--- src/rtl/sram_port_arbiter.sv ---
// sram_port_arbiter: shares the single SLC-3 SRAM port between the CPU memory path and the loader/debug port
//   Clk, Reset          clock, synchronous active-high reset
//   cpu_* / ldr_*       per-requester req/we/addr/wdata in, ready pulse and held rdata out
//   sram_*              SRAM address, write data, read data, oe/we strobes (active-high)
//   grant               current or last owner (0 = CPU, 1 = loader)
//   WAIT_CYCLES (1..15) cycles strobes and address are held per access
//   SRAM_ARB_CPU_PRIORITY_EN defined: CPU wins ties; undefined: round-robin on ties
module sram_port_arbiter #(
    parameter int WAIT_CYCLES = 2
) (
    input  logic        Clk,
    input  logic        Reset,
    input  logic        cpu_req,
    input  logic        cpu_we,
    input  logic [15:0] cpu_addr,
    input  logic [15:0] cpu_wdata,
    output logic        cpu_ready,
    output logic [15:0] cpu_rdata,
    input  logic        ldr_req,
    input  logic        ldr_we,
    input  logic [15:0] ldr_addr,
    input  logic [15:0] ldr_wdata,
    output logic        ldr_ready,
    output logic [15:0] ldr_rdata,
    output logic [15:0] sram_addr,
    output logic [15:0] sram_wdata,
    input  logic [15:0] sram_rdata,
    output logic        sram_oe,
    output logic        sram_we,
    output logic        grant
);
    typedef enum logic [1:0] {IDLE, ACCESS, DONE} state_t;
    state_t state;
    logic [3:0] cnt;
    logic pick_ldr, sel_we;
    logic [15:0] sel_addr, sel_wdata;
`ifdef SRAM_ARB_CPU_PRIORITY_EN
    assign pick_ldr = ldr_req & ~cpu_req;
`else
    // on a tie the loader wins only if the CPU owned the port last
    assign pick_ldr = ldr_req & (~cpu_req | ~grant);
`endif
    always_comb begin
        sel_we    = pick_ldr ? ldr_we    : cpu_we;
        sel_addr  = pick_ldr ? ldr_addr  : cpu_addr;
        sel_wdata = pick_ldr ? ldr_wdata : cpu_wdata;
    end
    // the SRAM pin registers double as the latched copy of the granted operands
    always_ff @(posedge Clk) begin
        if (Reset) begin
            state      <= IDLE;
            cnt        <= 4'd0;
            grant      <= 1'b1;
            sram_addr  <= 16'd0;
            sram_wdata <= 16'd0;
            sram_oe    <= 1'b0;
            sram_we    <= 1'b0;
            cpu_ready  <= 1'b0;
            ldr_ready  <= 1'b0;
            cpu_rdata  <= 16'd0;
            ldr_rdata  <= 16'd0;
        end else begin
            case (state)
                IDLE: if (cpu_req | ldr_req) begin
                    state      <= ACCESS;
                    cnt        <= 4'(WAIT_CYCLES - 1);
                    grant      <= pick_ldr;
                    sram_addr  <= sel_addr;
                    sram_wdata <= sel_wdata;
                    sram_oe    <= ~sel_we;
                    sram_we    <= sel_we;
                end
                ACCESS: if (cnt == 4'd0) begin
                    state     <= DONE;
                    sram_oe   <= 1'b0;
                    sram_we   <= 1'b0;
                    cpu_ready <= ~grant;
                    ldr_ready <= grant;
                    if (sram_oe && grant) ldr_rdata <= sram_rdata;
                    if (sram_oe && !grant) cpu_rdata <= sram_rdata;
                end else begin
                    cnt <= cnt - 4'd1;
                end
                DONE: begin
                    state     <= IDLE;
                    cpu_ready <= 1'b0;
                    ldr_ready <= 1'b0;
                end
                default: state <= IDLE;
            endcase
        end
    end
endmodule

--- config.mk ---
export PLATFORM = sky130hd
export DESIGN_NAME = sram_port_arbiter
export DESIGN_NICKNAME = d
export VERILOG_FILES = /design/src/rtl/sram_port_arbiter.sv
export SDC_FILE = /design/constraint.sdc
export NUM_CORES = 1
export LEC_CHECK = 0
export CORE_UTILIZATION = 40
export CTS_CLUSTER_DIAMETER = 40
export DETAILED_ROUTE_END_ITERATION = 7
export PLACE_DENSITY = 0.77
export SYNTH_ARGS = -nofsm -noshare
export SYNTH_HDL_FRONTEND = slang
export SYNTH_SLANG_ARGS = --single-unit
--- constraint.sdc ---
create_clock -name Clk -period 2.2 [get_ports Clk]
set_input_delay 0.66 -clock Clk [delete_from_list [all_inputs] [get_ports Clk]]
set_output_delay 0.66 -clock Clk [all_outputs]
set_load 0.005 [all_outputs]
==> results_dict.tcl <==
set metrics [dict create \
    r2r_slack_ns 0.37 \
    hp-start "sram_wdata[15]" \
    cts_tree "yes" \
    num_rows 31 \
    cp-end-kind "output pin" \
    power.density_mw_per_mm2 664 \
    async_flop_share 0 \
    cpLargestDelayFamily "buffers and inverters" \
    r2r_cells 6 \
    drt_iter0_drc 165 \
    reg2reg_from "cnt[0]" \
    drc_errors 0 \
    hold_path_end "sram_wdata[15]" \
    period_share 0.897 \
    design.core.area_mm2 0.00737 \
    grt_max_degree 37 \
    die_h_um 90.0 \
    drive_above_1_share 0.0768 \
    cp.depth 1 \
    hold_depth 1 \
    arrival_ns 1.31 \
    hold_violations 0 \
    crit_fanout 6 \
    gp_congestion 0.807 \
    cts.repair.resized 0 \
    crit_slowest_cell "clkdlybuf4s50_1" \
    htreeDepth 3 \
    critPathRequiredTime_ns 1.54 \
    critPathBufInv 1 \
    grt_pass1_vias 2979 \
    io_buffers 154 \
    timing_max_transition_violations_final 0 \
    crit_path_start_kind "flop" \
    fin_nets 553 \
    final_antenna_net_count 0 \
    hpwl_um 7050 \
    worst_path_largest_cell_delay_ns 0.57 \
    synth_top_area_frac 0.484 \
    seq_area_frac_synth 0.484 \
    crit_chain "clkdlybuf4s50_1" \
    finalSetupViolations 0 \
    hold_path_class "flop to flop" \
    post_cts_buffers 0 \
    wl_per_cell_um 17.1 \
    clk_path_buf_depth 2 \
    worstSetupPathType "flop to output pin" \
    grt_pass1_wl_um 15200 \
    synthTopCellsByArea "dfxtp_1 48%, mux2i_1 11%, o2bb2ai_1 8.8%" \
    fin_util 0.672 \
    slew_headroom 0.574 \
    synth_enable_flop_cells 0 \
    fmaxAchievable_mhz 507 \
    viasPerCell 5.39 \
    io_pins 155 \
    dieArea_mm2 0.00810 \
    rsz0062_at_grt "no" \
    design_area_mm2 0.00495 \
    wirelength_um 9720 \
    synthesis.area_mm2 0.00310 \
    drtPass1Iterations 5 \
    p_leak_uw 0.00173 \
    postPlaceCellArea_mm2 0.00477 \
    clk_pin_slew_worst_paths_ns 0.07 \
    synth_area_leader_cell "dfxtp_1" \
    cts_made_buffers 9 \
    start_util 0.421 \
    r2r_end "ldr_rdata[12]" \
    cap_violations 0 \
    ys_ff_latch 75 \
    overflow 0 \
    antenna_cells 0 \
    synthFlopType "dfxtp_1" \
    syn_inst 317 \
    antenna_found_initial 0 \
    areaGrowthSynthToFinish_pct 59.8 \
    clock_sinks 75 \
    synth_nets 404 \
    grt_usage 0.234 \
    worstSkewPairLatency_ns 0.33 \
    cts_root_buf "clkbuf_8" \
    num_vias 3063 \
    post-route-min-period_ns 1.97 \
    ys_warn_count 0 \
    ir_drop_uv 421 \
    fin_skew_ns 0.00792 \
    status "finished, final reports clean" \
    tightest_slew_ns 0.638 \
    die_w_um 90.0 \
    synth_cell_type_count 36 \
    cts_hold_buf 0 \
    synth_area_per_cell_um2 9.78 \
]
[kinds of logic (layout without fill, tap and decap cells)]
logic type,Yosys count,count (layout),share of synthesized area
adder cells (fa/ha/maj),1,1,0.00404
AND/OR/NAND/NOR,59,59,0.108
multiplexers,34,34,0.110
AO/OA/AOI/OAI,114,114,0.235
flip-flops,75,75,0.484
buffers and inverters,34,186,0.0581
[through the flow]
step                worst slack, ns  setup TNS [ns]  total power [µW]  cells  hold slack [ns]
finish                        0.227               0              3290    568            0.462
global route                  0.191               0              3450    568            0.473
CTS                           0.201               0              3310    568            0.466
detailed placement        -0.000579       -0.000579              2320    554            0.445
global placement             0.0704               0              2300    554            0.443
floorplan                     0.467               0              1880    317            0.456
[layer usage]
layer  part of all wire  vias up  track usage
met1               0.43     1450        0.290
met5                  0        -            0
met4              0.046        0        0.138
li1                   -     1472            -
met3              0.047       29       0.0440
met2               0.47      112        0.377
[synth_stat cells, drive strengths merged, types with 3 or more instances]
cell type  instances
o2bb2ai           32
mux2i             33
a21oi             36
clkbuf            14
nor2               4
dfxtp             75
or3                4
nand3             35
o21ai             35
buf               17
inv                3
[state kept, by name, summed over array words and instances, names as in the netlist]
| register | count |
|---|---|
| state | 2 |
| cnt | 4 |
| ldr_rdata | 16 |
| sram_oe | 1 |
| sram_addr | 16 |
| cpu_rdata | 16 |
| ldr_ready | 1 |
| sram_we | 1 |
| sram_wdata | 16 |
| cpu_ready | 1 |
| grant | 1 |
[power breakdown]
group / switching [µW] / internal [µW]
logic: 341 / 435
registers: 59.2 / 1450
clock network: 460 / 539
[placed cells by master (no fill, tap or decap), types with 2 or more instances in the layout]
cell type	count
a211oi_1	2
a21oi_1	35
a32o_1	2
buf_12	3
buf_4	12
clkbuf_8	10
clkdlybuf4s50_1	154
clkinv_2	2
dfxtp_1	75
inv_1	3
mux2i_1	33
nand2b_1	2
nand3_1	35
nor2_1	4
nor3_1	2
o211ai_1	2
o21ai_0	35
o2bb2ai_1	31
or3_1	4
[worst max path at each step]
stage,start,end
after floorplan,cpu_req,sram_addr[1]
after global placement,ldr_req,sram_addr[0]
after detailed placement,cpu_req,cnt[3]
after CTS,sram_oe,sram_oe
after global routing,sram_oe,sram_oe
final,sram_oe,sram_oe
[final cells by class]
cell class	count	area, µm²
Clock buffer	11	141
Multi-Input combinational cell	208	1440
Inverter	3	11.3
Tap cell	99	124
Timing Repair Buffer	169	1690
Fill cell	592	2420
Sequential cell	75	1500
Clock inverter	3	40.0
(Power assumes the default switching activity.)
